[src/rtl/reserved_entry_auth_pkg.sv]
// reserved_entry_auth_pkg: shared types and constants for the reserved-slot entry gate.
`ifndef PARKING_SLOTS
`define PARKING_SLOTS 7
`endif
package reserved_entry_auth_pkg;
  localparam int N = `PARKING_SLOTS;
  localparam int PWD_DIGITS = 4;
  localparam int MAX_TRIES = 3;
  localparam int LOCK_CYCLES = 64;
  localparam int TIMEOUT_CYCLES = 256;
  localparam int DIGIT_W = 4;
  localparam int PWD_W = 4 * PWD_DIGITS;
  localparam int FLAT_W = $clog2(N) + 1;
  localparam int BCD_MAX = 9;
  localparam logic [PWD_W-1:0] DEFAULT_PWD = '0;
  typedef enum logic [2:0] {IDLE, COLLECT, CHECK, RESP, LOCKED} state_t;
endpackage

[src/rtl/reserved_entry_auth_pwd_table.sv]
// entry_pwd_table: per-flat password registers, range-checked write, combinational read.
module entry_pwd_table
  import reserved_entry_auth_pkg::*;
#(
  parameter int N = reserved_entry_auth_pkg::N,
  parameter int PWD_DIGITS = reserved_entry_auth_pkg::PWD_DIGITS
) (
  input  logic                      clk,
  input  logic                      rst_n,
  input  logic                      prog_en,
  input  logic [$clog2(N):0]        prog_flat,
  input  logic [4*PWD_DIGITS-1:0]   prog_pwd,
  input  logic [$clog2(N):0]        rd_flat,
  output logic [4*PWD_DIGITS-1:0]   rd_pwd
);
  localparam int FW = $clog2(N) + 1;
  localparam int PW = 4 * PWD_DIGITS;
  logic [PW-1:0] mem [0:N];
  // Flat f lives at mem[f-1]; flats outside 1..N+1 match no entry.
  always_ff @(posedge clk or negedge rst_n)
    if (!rst_n)
      for (int i = 0; i <= N; i++) mem[i] <= PW'(DEFAULT_PWD);
    else
      for (int i = 0; i <= N; i++)
        if (prog_en && prog_flat == FW'(i + 1)) mem[i] <= prog_pwd;
  always_comb begin
    rd_pwd = '0;
    for (int i = 0; i <= N; i++)
      if (rd_flat == FW'(i + 1)) rd_pwd = mem[i];
  end
endmodule

[src/rtl/reserved_entry_auth.sv]
// reserved_entry_auth: flat/password gate with lockout; optional digit timeout via ENTRY_TIMEOUT_EN.
module reserved_entry_auth
  import reserved_entry_auth_pkg::*;
#(
  parameter int N = reserved_entry_auth_pkg::N,
  parameter int PWD_DIGITS = reserved_entry_auth_pkg::PWD_DIGITS,
  parameter int MAX_TRIES = reserved_entry_auth_pkg::MAX_TRIES,
  parameter int LOCK_CYCLES = reserved_entry_auth_pkg::LOCK_CYCLES
`ifdef ENTRY_TIMEOUT_EN
  , parameter int TIMEOUT_CYCLES = reserved_entry_auth_pkg::TIMEOUT_CYCLES
`endif
) (
  input  logic                      clk,
  input  logic                      rst_n,
  input  logic                      req_valid,
  input  logic [$clog2(N):0]        req_flat,
  output logic                      req_ready,
  input  logic                      key_valid,
  input  logic [3:0]                key_digit,
  input  logic                      prog_en,
  input  logic [$clog2(N):0]        prog_flat,
  input  logic [4*PWD_DIGITS-1:0]   prog_pwd,
  output logic                      out_valid,
  input  logic                      out_ready,
  output logic [$clog2(N):0]        out_flat,
  output logic                      out_pwd_flag,
  output logic                      locked
);
  localparam int FW = $clog2(N) + 1;
  localparam int PW = 4 * PWD_DIGITS;
  localparam int DW = $clog2(PWD_DIGITS + 1);
  localparam int CW = $clog2(MAX_TRIES + 1);
  localparam int LW = $clog2(LOCK_CYCLES);
  localparam logic [DW-1:0] D_LAST = DW'(PWD_DIGITS);
  localparam logic [CW-1:0] F_MAX = CW'(MAX_TRIES);
  localparam logic [LW-1:0] L_LAST = LW'(LOCK_CYCLES - 1);
  state_t state;
  logic [FW-1:0] flat_q;
  logic [PW-1:0] entry;
  logic [PW-1:0] tbl_pwd;
  logic [DW-1:0] digit_cnt;
  logic [CW-1:0] fail_cnt;
  logic [LW-1:0] lock_cnt;
  logic bad_digit;
  logic flat_ok;
  logic match;
`ifdef ENTRY_TIMEOUT_EN
  localparam int TW = $clog2(TIMEOUT_CYCLES);
  localparam logic [TW-1:0] T_LAST = TW'(TIMEOUT_CYCLES - 1);
  logic [TW-1:0] tmo_cnt;
`endif
  entry_pwd_table #(.N(N), .PWD_DIGITS(PWD_DIGITS)) u_table (
    .clk       (clk),
    .rst_n     (rst_n),
    .prog_en   (prog_en && (state == IDLE || state == LOCKED)),
    .prog_flat (prog_flat),
    .prog_pwd  (prog_pwd),
    .rd_flat   (flat_q),
    .rd_pwd    (tbl_pwd)
  );
  assign flat_ok = flat_q != '0 && flat_q <= FW'(N + 1);
  assign match = flat_ok && !bad_digit && entry == tbl_pwd;
  // The full digit sequence is always collected, even for bad flats, so timing reveals nothing.
  always_ff @(posedge clk or negedge rst_n)
    if (!rst_n) begin
      state <= IDLE;
      req_ready <= 1'b1;
      out_valid <= 1'b0;
      out_flat <= '0;
      out_pwd_flag <= 1'b0;
      locked <= 1'b0;
      fail_cnt <= '0;
      digit_cnt <= '0;
      entry <= '0;
      flat_q <= '0;
      bad_digit <= 1'b0;
      lock_cnt <= '0;
`ifdef ENTRY_TIMEOUT_EN
      tmo_cnt <= '0;
`endif
    end else
      case (state)
        IDLE:
          if (req_valid) begin
            flat_q <= req_flat;
            entry <= '0;
            digit_cnt <= '0;
            bad_digit <= 1'b0;
            req_ready <= 1'b0;
`ifdef ENTRY_TIMEOUT_EN
            tmo_cnt <= '0;
`endif
            state <= COLLECT;
          end
        COLLECT:
          if (digit_cnt == D_LAST) state <= CHECK;
          else if (key_valid) begin
            entry <= {entry[PW-5:0], key_digit};
            digit_cnt <= digit_cnt + 1'b1;
            bad_digit <= bad_digit | (key_digit > DIGIT_W'(BCD_MAX));
`ifdef ENTRY_TIMEOUT_EN
            tmo_cnt <= '0;
          end else if (tmo_cnt == T_LAST) begin
            bad_digit <= 1'b1;
            state <= CHECK;
          end else tmo_cnt <= tmo_cnt + 1'b1;
`else
          end
`endif
        CHECK: begin
          out_flat <= flat_q;
          out_pwd_flag <= match;
          out_valid <= 1'b1;
          fail_cnt <= match ? '0 : (fail_cnt == F_MAX ? fail_cnt : fail_cnt + 1'b1);
          state <= RESP;
        end
        RESP:
          if (out_ready) begin
            out_valid <= 1'b0;
            if (fail_cnt == F_MAX) begin
              locked <= 1'b1;
              lock_cnt <= '0;
              state <= LOCKED;
            end else begin
              req_ready <= 1'b1;
              state <= IDLE;
            end
          end
        LOCKED:
          if (lock_cnt == L_LAST) begin
            fail_cnt <= '0;
            locked <= 1'b0;
            req_ready <= 1'b1;
            state <= IDLE;
          end else lock_cnt <= lock_cnt + 1'b1;
        default: state <= IDLE;
      endcase
endmodule

[config.mk]
export PLATFORM = sky130hd
export DESIGN_NAME = reserved_entry_auth
export DESIGN_NICKNAME = d
export VERILOG_FILES = /design/src/rtl/reserved_entry_auth_pkg.sv /design/src/rtl/reserved_entry_auth_pwd_table.sv /design/src/rtl/reserved_entry_auth.sv
export SDC_FILE = /design/constraint.sdc
export NUM_CORES = 1
export LEC_CHECK = 0
export BUFFER_PORTS_ARGS = -buffer_cell sky130_fd_sc_hd__buf_2
export CAP_MARGIN = 15
export CORE_MARGIN = 2
export CORE_UTILIZATION = 55
export CTS_CLUSTER_SIZE = 16
export DETAILED_ROUTE_END_ITERATION = 10
export PLACE_DENSITY_LB_ADDON = 0.08
export SLEW_MARGIN = 40
export SYNTH_ARGS = -nofsm -noshare
export SYNTH_HDL_FRONTEND = slang
export SYNTH_SLANG_ARGS = --single-unit
[constraint.sdc]
create_clock -name clk -period 2.8 [get_ports clk]
set_input_delay 0.28 -clock clk [delete_from_list [all_inputs] [get_ports clk]]
set_output_delay 0.28 -clock clk [all_outputs]
set_load 0.01 [all_outputs]
==> After elaboration in Yosys (flattened, before gate mapping) <==
Index checks and enable logic that the tools add are counted.
{ "classes": {"add_sub_neg": 3, "multipliers": 0, "div_mod_pow": 0, "order_cmp": 2, "n_eq_ne": 34, "shifts": 0, "n_mux": 44, "bitwise_logic": 1, "n_reduce_logical": 29} }
{ "ops": {"columns": ["cell", "n"], "rows": [
  ["$mux W16", 11],
  ["$eq A4 B3 Y1 const B", 8],
  ["$pmux W16 S2", 1],
  ["$mux W3", 8],
  ["$mux W6", 3],
  ["$eq A16 B16 Y1", 1],
  ["$eq A4 B2 Y1 const B", 4],
  ["$ne A2 B2 Y1 const B", 8],
  ["$reduce_and A4 Y1", 4],
  ["$pmux W3 S5", 1],
  ["$logic_and A1 B1 Y1", 12],
  ["$pmux W6 S2", 1],
  ["$mux W1", 10],
  ["$eq A4 B1 Y1 const B", 2],
  ["$eq A4 B4 Y1 const B", 2],
  ["$reduce_bool A2 Y1", 4],
  ["$add A6 B1 Y6 const B", 1],
  ["$eq A3 B2 Y1 const B", 2],
  ["$eq A3 B3 Y1 const B", 2],
  ["$eq A6 B6 Y1 const B", 1],
  ["$mux W2", 3],
  ["$pmux W1 S2", 3],
  ["$pmux W3 S2", 1],
  ["$reduce_and A5 Y1", 1],
  ["other kinds (18)", 19]
]} }
{ "word_totals": {"reg_bits": 171, "latch_bits": 0, "ramBits": 0, "rom_bits": 0, "memories": 0} }

==> Logic depth before layout (Yosys ltp) <==
Gate-level depths: netlist of run 1.
{ "depth": {"word_depth": 13, "ltp_mapped": 12, "ltp_nobuf": 8} }

==> By module <==
Synthesis of run 1 repeated with hierarchy kept, for this count alone.
{ "hier_totals": {"hier_cells": 700, "area_unflattened_um2": 8096.5} }
{ "modules_own_cells": {"columns": ["module", "n_inst", "cells_per_inst", "area_per_inst_um2", "seq_area_each_um2"], "rows": [
  ["entry_pwd_table", 1, 471, 6010.8, 3203.1],
  ["reserved_entry_auth", 1, 229, 2085.8, 1077.3]
]} }

==> Least setup slack after synthesis of run 1 <==
OpenSTA, ideal clock, no wires.
{ "synth_timing": {"path_kind": "register to register", "startpoint": "reg state[1]", "endpoint": "reg u_table.mem[100] (netlist bit)", "arrival_time_ns": 2.191, "t_required_ns": 2.675, "slack_ns": 0.484, "path_stages_with_launch": 9, "path_buffers": 3, "synth_period_minus_slack_ns": 2.316, "path_cell_list": "dfrtp_1 > buf_2 > nor2_2 > nand2_1 > or3_1 > clkbuf_1 > nor3b_2 > buf_4 > mux2_2"} }
{ "synth_between": {"elab_chain_cells": 4, "word_cells_on_any_way": 5, "classes_between": "eq/ne: 1; reduce/logical: 4"} }
{ "synth_rtl": {"columns": ["item", "line_no", "text"], "rows": [
  ["from (decl)", "reserved_entry_auth.sv:37", "state_t state;"],
  ["from (signal assigned)", "reserved_entry_auth.sv:66", "state <= IDLE;"],
  ["from (signal assigned)", "reserved_entry_auth.sv:93", "state <= COLLECT;"],
  ["from (signal assigned)", "reserved_entry_auth.sv:96", "if (digit_cnt == D_LAST) state <= CHECK;"],
  ["$eq A3 B3 Y1 or $logic_not A3 Y1 (tied branches)", "reserved_entry_auth.sv:55", ".prog_en (prog_en && (state == IDLE || state == LOCKED)),"],
  ["$logic_or A1 B1 Y1 (*)", "reserved_entry_auth.sv:55", null],
  ["$logic_and A1 B1 Y1 (*)", "reserved_entry_auth.sv:55", null],
  ["$logic_and A1 B1 Y1 (*)", "reserved_entry_auth_pwd_table.sv:25", "if (prog_en && prog_flat == FW'(i + 1)) mem[i] <= prog_pwd;"],
  ["to (signal, indexed assignment)", "reserved_entry_auth_pwd_table.sv:25", null],
  ["to (decl)", "reserved_entry_auth_pwd_table.sv:18", "logic [PW-1:0] mem [0:N];"]
]} }
Every way passes the cells marked *; elsewhere a longest branch is shown, timed or not.
A chain may end at the register's enable or synchronous reset.

==> Final worst setup path of run 1 <==
{ "layout_timing": {"startpoint": "reg flat_q[1]", "endpoint": "reg out_pwd_flag"} }
{ "layout_between": {"elab_chain_cells": 11, "word_cells_on_any_way": 22, "classes_between": "order compare: 1; eq/ne: 9; mux: 8; reduce/logical: 4"} }
{ "layout_rtl": {"columns": ["item", "line_no", "text"], "rows": [
  ["from (decl)", "reserved_entry_auth.sv:38", "logic [FW-1:0] flat_q;"],
  ["from (signal assigned)", "reserved_entry_auth.sv:85", "flat_q <= req_flat;"],
  ["$eq A4 B1 Y1", "reserved_entry_auth_pwd_table.sv:29", "if (rd_flat == FW'(i + 1)) rd_pwd = mem[i];"],
  ["$mux W16 (8 in series)", "reserved_entry_auth_pwd_table.sv:29", null],
  ["$eq A16 B16 Y1", "reserved_entry_auth.sv:62", "assign match = flat_ok && !bad_digit && entry == tbl_pwd;"],
  ["$logic_and A1 B1 Y1 (*)", "reserved_entry_auth.sv:62", null],
  ["to (signal assigned)", "reserved_entry_auth.sv:112", "out_pwd_flag <= match;"],
  ["to (decl)", "reserved_entry_auth.sv:26", "output logic out_pwd_flag,"]
]} }
Marked as above.

==> results of run 1 <==
-- report_power, final --
part | internal [W] | switching [W]
Clock | 0.00144 | 0.000955
Combinational | 0.00171 | 0.00174
Sequential | 0.00329 | 0.000653
Total | 0.00644 | 0.00335
-- cells in the final DEF (no fill, tap or decap), drive strengths merged, types with 12 or more instances in the layout --
cell,synthesis,final
buf,27,77
a21oi,22,22
nand2,48,48
nor2,35,35
dfrtp,170,170
nand3,15,15
a22o,20,20
o21ai,20,20
clkbuf,13,20
inv,10,12
mux2i,13,13
mux2,142,142
-- stage by stage --
step                      instance area (sq um)  worst slack [ns]
after floorplan                            8170             0.484
after global placement                     8700             0.165
after detailed placement                   8700             0.124
after CTS                                  9300            0.0889
after global routing                       9310            0.0147
final                                      9310             0.186
-- synth_stat cells, types with 3 or more instances --
master and n:
sky130_fd_sc_hd__mux2_2 140, sky130_fd_sc_hd__nand3_1 15, sky130_fd_sc_hd__a311oi_1 3, sky130_fd_sc_hd__a31oi_1 4, sky130_fd_sc_hd__nor2_1 32, sky130_fd_sc_hd__o221ai_1 3, sky130_fd_sc_hd__o22a_1 3, sky130_fd_sc_hd__buf_4 9
sky130_fd_sc_hd__a2bb2oi_1 9, sky130_fd_sc_hd__mux2i_1 13, sky130_fd_sc_hd__a211o_1 4, sky130_fd_sc_hd__nand2_1 48, sky130_fd_sc_hd__inv_1 10, sky130_fd_sc_hd__o22ai_1 5, sky130_fd_sc_hd__a22oi_1 8, sky130_fd_sc_hd__a21oi_1 22
sky130_fd_sc_hd__ha_1 4, sky130_fd_sc_hd__clkbuf_1 13, sky130_fd_sc_hd__xnor2_1 4, sky130_fd_sc_hd__buf_2 13, sky130_fd_sc_hd__nand3b_1 3, sky130_fd_sc_hd__a222oi_1 3, sky130_fd_sc_hd__nor2b_1 6, sky130_fd_sc_hd__nand4_1 6
sky130_fd_sc_hd__nor2_2 3, sky130_fd_sc_hd__a221oi_1 3, sky130_fd_sc_hd__xor2_1 11, sky130_fd_sc_hd__nand2b_1 4, sky130_fd_sc_hd__a21o_1 4, sky130_fd_sc_hd__a22o_1 20, sky130_fd_sc_hd__a211oi_1 3, sky130_fd_sc_hd__o21ai_0 19
sky130_fd_sc_hd__dfrtp_1 170, sky130_fd_sc_hd__nor3_1 5, sky130_fd_sc_hd__buf_6 5
-- worst max-delay path by stage --
stage	end	cells past startpoint	startpoint
2_1_floorplan	u_table.mem[100]	8	state[1]
3_3_place_gp	out_pwd_flag	9	flat_q[0]
3_5_place_dp	out_pwd_flag	9	flat_q[0]
4_1_cts	out_pwd_flag	9	flat_q[0]
5_1_grt	out_pwd_flag	10	flat_q[1]
6_report	out_pwd_flag	10	flat_q[1]
-- what timing repair did --
item,in CTS,in global routing
endpoints found under the hold margin,60,0
hold buffers,1,0
resized for setup,0,2
setup endpoints to repair,0,2
-- state kept, by name (all words and copies together), names as in the netlist --
register	cells
lock_cnt	6
digit_cnt	3
locked	1
u_table.mem	128
entry	16
req_ready	1
out_flat	4
fail_cnt	2
out_pwd_flag	1
state	3
bad_digit	1
out_valid	1
flat_q	4
-- final cells by class --
cell class / count / area [sq um]
Fill cell: 1158 / 5230
Sequential cell: 171 / 4280
Multi-Input combinational cell: 445 / 3610
Timing Repair Buffer: 78 / 542
Clock buffer: 20 / 457
Tap cell: 184 / 230
Clock inverter: 10 / 140
Inverter: 11 / 41.3
-- metal layers --
| layer | routed length, microns | GRT usage (%) | vias up |
|---|---|---|---|
| li1 | - | - | 2559 |
| met1 | 8770 | 35.2 | 2864 |
| met2 | 9660 | 43.0 | 149 |
| met3 | 1100 | 7.31 | 23 |
| met4 | 349 | 6.98 | 0 |
| met5 | 0 | 0 | - |
-- cells by family (layout without fill, tap and decap cells) --
logic type               count (synthesis)  count (layout)  share of synthesized area (%)
AO/OA/AOI/OAI                          131             131                           11.8
AND/OR/NAND/NOR                        140             140                           8.96
buffers and inverters                   51             119                           3.41
XOR/XNOR                                15              15                           1.61
multiplexers                           155             155                           21.3
flip-flops                             171             171                           52.4
adder cells (fa/ha/maj)                  4               4                          0.612
-- worst max-delay path, cell delays in order (launching register included) --
cell and delay [ns]:
sky130_fd_sc_hd__dfrtp_1 0.44, sky130_fd_sc_hd__buf_12 0.20, sky130_fd_sc_hd__nand3b_1 0.26, sky130_fd_sc_hd__buf_4 0.26, sky130_fd_sc_hd__a21oi_1 0.15, sky130_fd_sc_hd__nor2_1 0.07
sky130_fd_sc_hd__a222oi_1 0.41, sky130_fd_sc_hd__xor2_1 0.11, sky130_fd_sc_hd__nand4_1 0.12, sky130_fd_sc_hd__and4bb_1 0.22, sky130_fd_sc_hd__mux2_4 0.26
==> results.txt, run 1 <==
----------------------------------------------------
[Die]
  Chip width ... roughly 130 microns
  Die outline height ... approximately 130 microns
  Area inside the core boundary ... 14,500 sq um
  Effective utilization at floorplan ... around 56%
  Overall die area ... about 16,000 sq um
  Number of top-level pins ... 42
  Number of rows created at floorplan ... 44

[Critical path]
  Sort of element at the start of the critical path ... register
  Logic depth of the worst register-to-register path ... 10
  Endpoint of the worst register-to-register path ... out_pwd_flag
  CP arrival ... between 2 and 3 ns
  Crit-path max FO ... 24
  Setup slack, reg-to-reg ... between 0.15 and 0.2 ns
  Crit end category ... register
  Crit Path Class ... reg2reg
  Startpoint of the worst-slack reg-to-reg timing path ... flat_q[1]
  Required time of the critical path ... 3.11 ns

[Global route]
  Wire length of the first global-routing pass ... between 30,000 and 40,000 microns
  Largest net degree at the start of global routing ... between 60 and 70
  Aggregate global routing overflow ... 0
  Number of global-route vias before repair ... 5,866
  Antenna violations before repair ... 0
  Combined global-route utilization of all metal layers ... roughly a quarter

[Clocking]
  Clock tree from TritonCTS ... built
  Max Root-Sink Buffers ... 2
  Clock net sink count ... 171
  Total clock buffers created by CTS ... 17
  Post-CTS Setup Bufs ... 0
  Clock insertion delay at the later pin of the skew report ... between 0.4 and 0.5 ns
  Cell at the root of the clock tree ... sky130_fd_sc_hd__clkbuf_16
  Clock edge transition at the registers on the reported setup and hold paths ... 0.06 ns
  H-tree levels ... 4

[Layout]
  Nets ... approximately 760
  Ratio of cells with drive above 1 in the final layout ... 36.2%
  Number of antenna diodes ... 0
  Fin util ... 64.0%
  Area delta synth->final ... 13.9%
  Layout Cells excl Fill ... approximately 900

[Synth]
  Flip-flop and latch count after synthesis ... about 170
  Cell type with the largest total area after synthesis ... sky130_fd_sc_hd__dfrtp_1
  Cell area after technology mapping ... 8170 sq um
  Primary FF master, synth ... sky130_fd_sc_hd__dfrtp_1
  Number of flops mapped to enable cells by yosys ... 0
  Syn. warnings ... 0
  Cell types with the largest area share after synthesis ... sky130_fd_sc_hd__dfrtp_1 (52%), sky130_fd_sc_hd__mux2_2 (19%), sky130_fd_sc_hd__nand2_1 (2.2%), sky130_fd_sc_hd__a22o_1 (2.1%), sky130_fd_sc_hd__mux2i_1 (1.6%)
  Post-synthesis cell count ... 667
  Post-synth top area share ... between 50% and 60%
  Unique cell type count in the Yosys netlist ... 68
  Nets in the synthesized netlist ... 705
  Async S/R FF share, synth ... between 90% and 100%
  Sequential share of the synthesized area ... a little over half
  Per-instance average area after synthesis ... around 12 sq um

[Placed design]
  Placed cells ... a little under 900
  DPL Wire Length ... roughly 13,000 microns
  GPL Wtd Cong ... between 0.8 and 0.9
  IO buf count ... 41

[STA]
  Rel. slew slack ... ~53%
  Unrepaired setup endpoints after global routing ... false
  Setup TNS ... 0 ns
  Final worst clock skew ... 0.00679 ns
  Number of failing hold endpoints at the final stage ... 0
  Fmax ... 383 MHz
  Portion of the clock cycle consumed by the worst path in the final layout ... between 90% and 100%
  Final setup vio count ... 0
  Worst Max-Slew Pin Slew ... around 0.69 ns
  Worst Hold Slack ... between 0.08 and 0.09 ns
  Post-layout minimum cycle time ... approximately 2.6 ns
  Final max-slew violation count ... 0

[Hold path]
  Hold worst-path end ... entry[0]
  Min-delay worst type ... in2reg
  Number of stages on the worst hold path ... 2
  Startpoint of the most critical hold path ... key_digit[0]

[Route]
  Vias post-DR ... ~5,600
  WL/cell ... between 20 and 25 microns
  Total length of routed wires ... roughly 20,000 microns
  Residual DRC count ... 0
  Detail Route Antenna Nets ... 0
  Iteration count of the initial detailed-routing pass ... 4
  Vias/cell ... between 6 and 7
  DRT iter0 DRCs ... roughly 350

[Power]
  Ratio of total power to cell area ... 1050 nW/um^2
  Total power ... 0.00979 W
  Leakage ... approximately 4.4 nW
  IR drop worst, VDD ... approximately 0.6 mV

[Outcome]
  Status ... finished, final reports clean

[Flow run]
  Reported max-cap violation count ... 0

----------------------------------------------------
Note: power is estimated with default switching activity, not from simulation.
==> run 2, diff against run 1 <==
--- a/config.mk
+++ b/config.mk
@@ -12,6 +12,7 @@
 export CTS_CLUSTER_SIZE = 16
 export DETAILED_ROUTE_END_ITERATION = 10
 export PLACE_DENSITY_LB_ADDON = 0.08
+export REMOVE_ABC_BUFFERS = 1
 export SLEW_MARGIN = 40
 export SYNTH_ARGS = -nofsm -noshare
 export SYNTH_HDL_FRONTEND = slang
==> constraint.sdc (replaced) <==
create_clock -name clk -period 2.8 [get_ports clk]
set_input_delay 0.28 -clock clk [delete_from_list [all_inputs] [get_ports clk]]
set_output_delay 0.28 -clock clk [all_outputs]
set_load 0.1 [all_outputs]
==> run 2 against run 1 <==
Compared with the run above:
- clock-buffer cell count did not move
- register-to-register slack got worse by 0.04 ns
- first-iteration DRC count rose by 25%
- total power rose by 2.1%
- critical path depth fell by 1
- worst setup slack got worse by 0.039 ns
- global-route usage fell by 0.41 points
- hold slack improved by 0.021 ns
- combinational power rose by 6.1%
- final cell count fell by 0.11%
- largest cell class unchanged
- highest routed layer unchanged
==> results.txt, run 2 (synthesized netlist as in run 1, its figures left out) <==
----------------------------------------------------
[Layout]
  Filler instances ... 1,145 (was 1,158)
  Max reg flops ... 128 (unchanged)
  Final instance area ... 9290 sq um (was 9310 sq um)
  Ratio of cells with drive above 1 in the final layout ... 35.8% (was 36.2%)
  Leading cell types in the layout, fill and taps excluded ... sky130_fd_sc_hd__dfrtp_1 (169), sky130_fd_sc_hd__mux2_2 (140), sky130_fd_sc_hd__nand2_1 (48) (was sky130_fd_sc_hd__dfrtp_1 (168), sky130_fd_sc_hd__mux2_2 (140), sky130_fd_sc_hd__nand2_1 (48))
  Regs by FF count ... u_table.mem: 128 flops, entry: 16 flops, lock_cnt: 6 flops (unchanged)
  Area delta synth->final ... 13.7% (was 13.9%)
  Leading cell type in the layout, fill and taps excluded ... sky130_fd_sc_hd__dfrtp_1 (unchanged)
  Number of antenna diodes ... 0 (unchanged)
  Register with the highest flop count ... u_table.mem (unchanged)
  Layout Cells excl Fill ... 918 (was 919)
  Nets ... 760 (was 762)

[Route]
  WL/cell ... 21.1 microns (was 21.6 microns)
  Vias/cell ... 6.11 (was 6.09)
  Vias post-DR ... 5,607 (was 5,595)
  Iteration count of the initial detailed-routing pass ... 6 (was 4)
  DRT iter0 DRCs ... 442 (was 354)
  Residual DRC count ... 0 (unchanged)
  Detail Route Antenna Nets ... 0 (unchanged)
  Total length of routed wires ... 19,400 microns (was 19,900 microns)

[STA]
  Number of failing hold endpoints at the final stage ... 0 (unchanged)
  Fmax ... 377 MHz (was 383 MHz)
  Worst Max-Slew Pin Slew ... 0.736 ns (was 0.690 ns)
  Final worst clock skew ... 0.00808 ns (was 0.00679 ns)
  Portion of the clock cycle consumed by the worst path in the final layout ... 94.7% (was 93.4%)
  Final WS setup ... 0.147 ns (was 0.186 ns)
  Unrepaired setup endpoints after global routing ... false (unchanged)
  Post-layout minimum cycle time ... 2.65 ns (was 2.61 ns)
  Rel. slew slack ... 50.9% (was 52.8%)
  Final max-slew violation count ... 0 (unchanged)
  Final setup vio count ... 0 (unchanged)
  Worst Hold Slack ... 0.103 ns (was 0.0816 ns)

[Flow run]
  Reported max-cap violation count ... 0 (unchanged)

[Clocking]
  H-tree levels ... 4 (unchanged)
  Total clock buffers created by CTS ... 17 (unchanged)
  Clock edge transition at the registers on the reported setup and hold paths ... 0.06 ns (about the same)
  Clock insertion delay at the later pin of the skew report ... 0.43 ns (was 0.42 ns)
  Max Root-Sink Buffers ... 2 (unchanged)
  Clock net sink count ... 171 (unchanged)
  Clock tree from TritonCTS ... built (unchanged)
  Post_cts resized ... 0 (unchanged)
  Cell at the root of the clock tree ... sky130_fd_sc_hd__clkbuf_16 (unchanged)

[Critical path]
  Critical Path Stages ... 9 (was 10)
  Cells along the critical path ... buf_12, or4b_4, nor2_2, nor2_1, a222oi_1, xor2_1, nand4_1, and4bb_1, mux2_4 (was buf_12, nand3b_1, buf_4, a21oi_1, nor2_1, a222oi_1, xor2_1, nand4_1, and4bb_1, mux2_4)
  Termination of the worst setup path ... out_pwd_flag (unchanged)
  Crit end category ... register (unchanged)
  Required time of the critical path ... 3.17 ns (was 3.11 ns)
  Slowest CP cell ... sky130_fd_sc_hd__or4b_4 (was sky130_fd_sc_hd__dfrtp_1)
  Endpoint of the worst register-to-register path ... out_pwd_flag (unchanged)
  Setup slack, reg-to-reg ... 0.15 ns (was 0.19 ns)
  Logic depth of the worst register-to-register path ... 9 (was 10)
  Count of buffer and inverter cells on the critical path ... 1 (was 2)
  Highest cell delay on the worst timing path ... 0.57 ns (was 0.44 ns)
  Setup crit start ... flat_q[0] (was flat_q[1])
  CP arrival ... 3.02 ns (was 2.92 ns)
  Sort of element at the start of the critical path ... register (unchanged)
  Crit-path max FO ... 33 (was 24)
  Startpoint of the worst-slack reg-to-reg timing path ... flat_q[0] (was flat_q[1])
  Crit Path Class ... reg2reg (unchanged)
  Worst path top cell family by delay ... simple AND/OR/NAND/NOR gates (unchanged)

[Hold path]
  Number of stages on the worst hold path ... 2 (unchanged)
  Min-delay worst type ... in2reg (unchanged)

[Power]
  IR drop worst, VDD ... 0.527 mV (was 0.593 mV)
  Ratio of total power to cell area ... 1080 nW/um^2 (was 1050 nW/um^2)
  Leakage ... 4.39 nW (was 4.38 nW)

[Die]
  Number of rows created at floorplan ... 44 (unchanged)
  Number of top-level pins ... 42 (unchanged)
  Chip width ... 126 microns (unchanged)
  Die outline height ... 126 microns (unchanged)
  Effective utilization at floorplan ... 56.2% (unchanged)
  Overall die area ... 15,800 sq um (unchanged)
  Area inside the core boundary ... 14,500 sq um (unchanged)

[Placed design]
  DPL Wire Length ... 12,500 microns (was 13,500 microns)
  Placement Cell Area ... 8670 sq um (was 8700 sq um)
  Placement-stage worst setup slack ... 0.131 ns (was 0.124 ns)
  IO buf count ... 41 (unchanged)
  Placed cells ... 884 (was 888)
  GPL Wtd Cong ... 0.827 (was 0.898)

[Global route]
  Number of global-route vias before repair ... 5,756 (was 5,866)
  Antenna violations before repair ... 0 (unchanged)
  Wire length of the first global-routing pass ... 31,900 microns (was 32,300 microns)
  Combined global-route utilization of all metal layers ... 26.0% (was 26.4%)
  Largest net degree at the start of global routing ... 75 (was 65)
  Aggregate global routing overflow ... 0 (unchanged)

[Outcome]
  Status ... finished, final reports clean (unchanged)

----------------------------------------------------
==> run 2: cell type report <==
class	count	area (sq um)	share of cell area [%]
multi-input cells	445	3610	38.9
repair buffers	76	527	5.67
inverters	11	41.3	0.444
clock buffers	20	457	4.91
well taps	184	230	2.48
flip-flops and latches	171	4280	46.1
clock inverters	11	144	1.55
==> run 2: power by group <==
part	internal [W]	leakage (nW)	total, W	switching [W]
Combinational	0.00167	1.84	0.00366	0.00199
Clock	0.00144	0.296	0.00242	0.000974
Sequential	0.00329	2.25	0.00391	0.000621
Total	0.00641	4.39	0.00999	0.00359
==> run 2: metal layers <==
| metal | track usage (%) | wire length (microns) | part of all wire [%] |
|---|---|---|---|
| met4 | 9.44 | 464 | 2.4 |
| met2 | 40.3 | 9230 | 48 |
| met5 | 0 | 0 | 0 |
| met3 | 5.18 | 820 | 4.2 |
| met1 | 36.7 | 8880 | 46 |
==> run 2: metrics by stage <==
| stage | util, % | power [W] | setup TNS [ns] |
|---|---|---|---|
| 2_1_floorplan | - | 0.00636 | -2.30 |
| 3_3_place_gp | 59.6 | 0.00744 | 0 |
| 3_5_place_dp | 59.6 | 0.00755 | 0 |
| 4_1_cts | 63.8 | 0.0100 | 0 |
| 5_1_grt | 63.9 | 0.0106 | 0 |
| 6_report | 63.9 | 0.00999 | 0 |
==> run 2: timing repair <==
item | 4_1_cts | 5_1_grt
buffers inserted | 0 | 2
endpoints found under the setup margin | 0 | 1
hold buffers | 1 | 0
hold endpoints to repair | 71 | 0
==> run 2: worst min-delay path by stage <==
stage,startpoint,end,slack (ns)
final,key_digit[0],entry[0],0.10
after global routing,key_digit[0],entry[0],0.09
after CTS,key_digit[0],entry[0],0.09
after detailed placement,rst_n,u_table.mem[82],0.37
after global placement,rst_n,u_table.mem[66],0.37
after floorplan,rst_n,bad_digit,-0.02
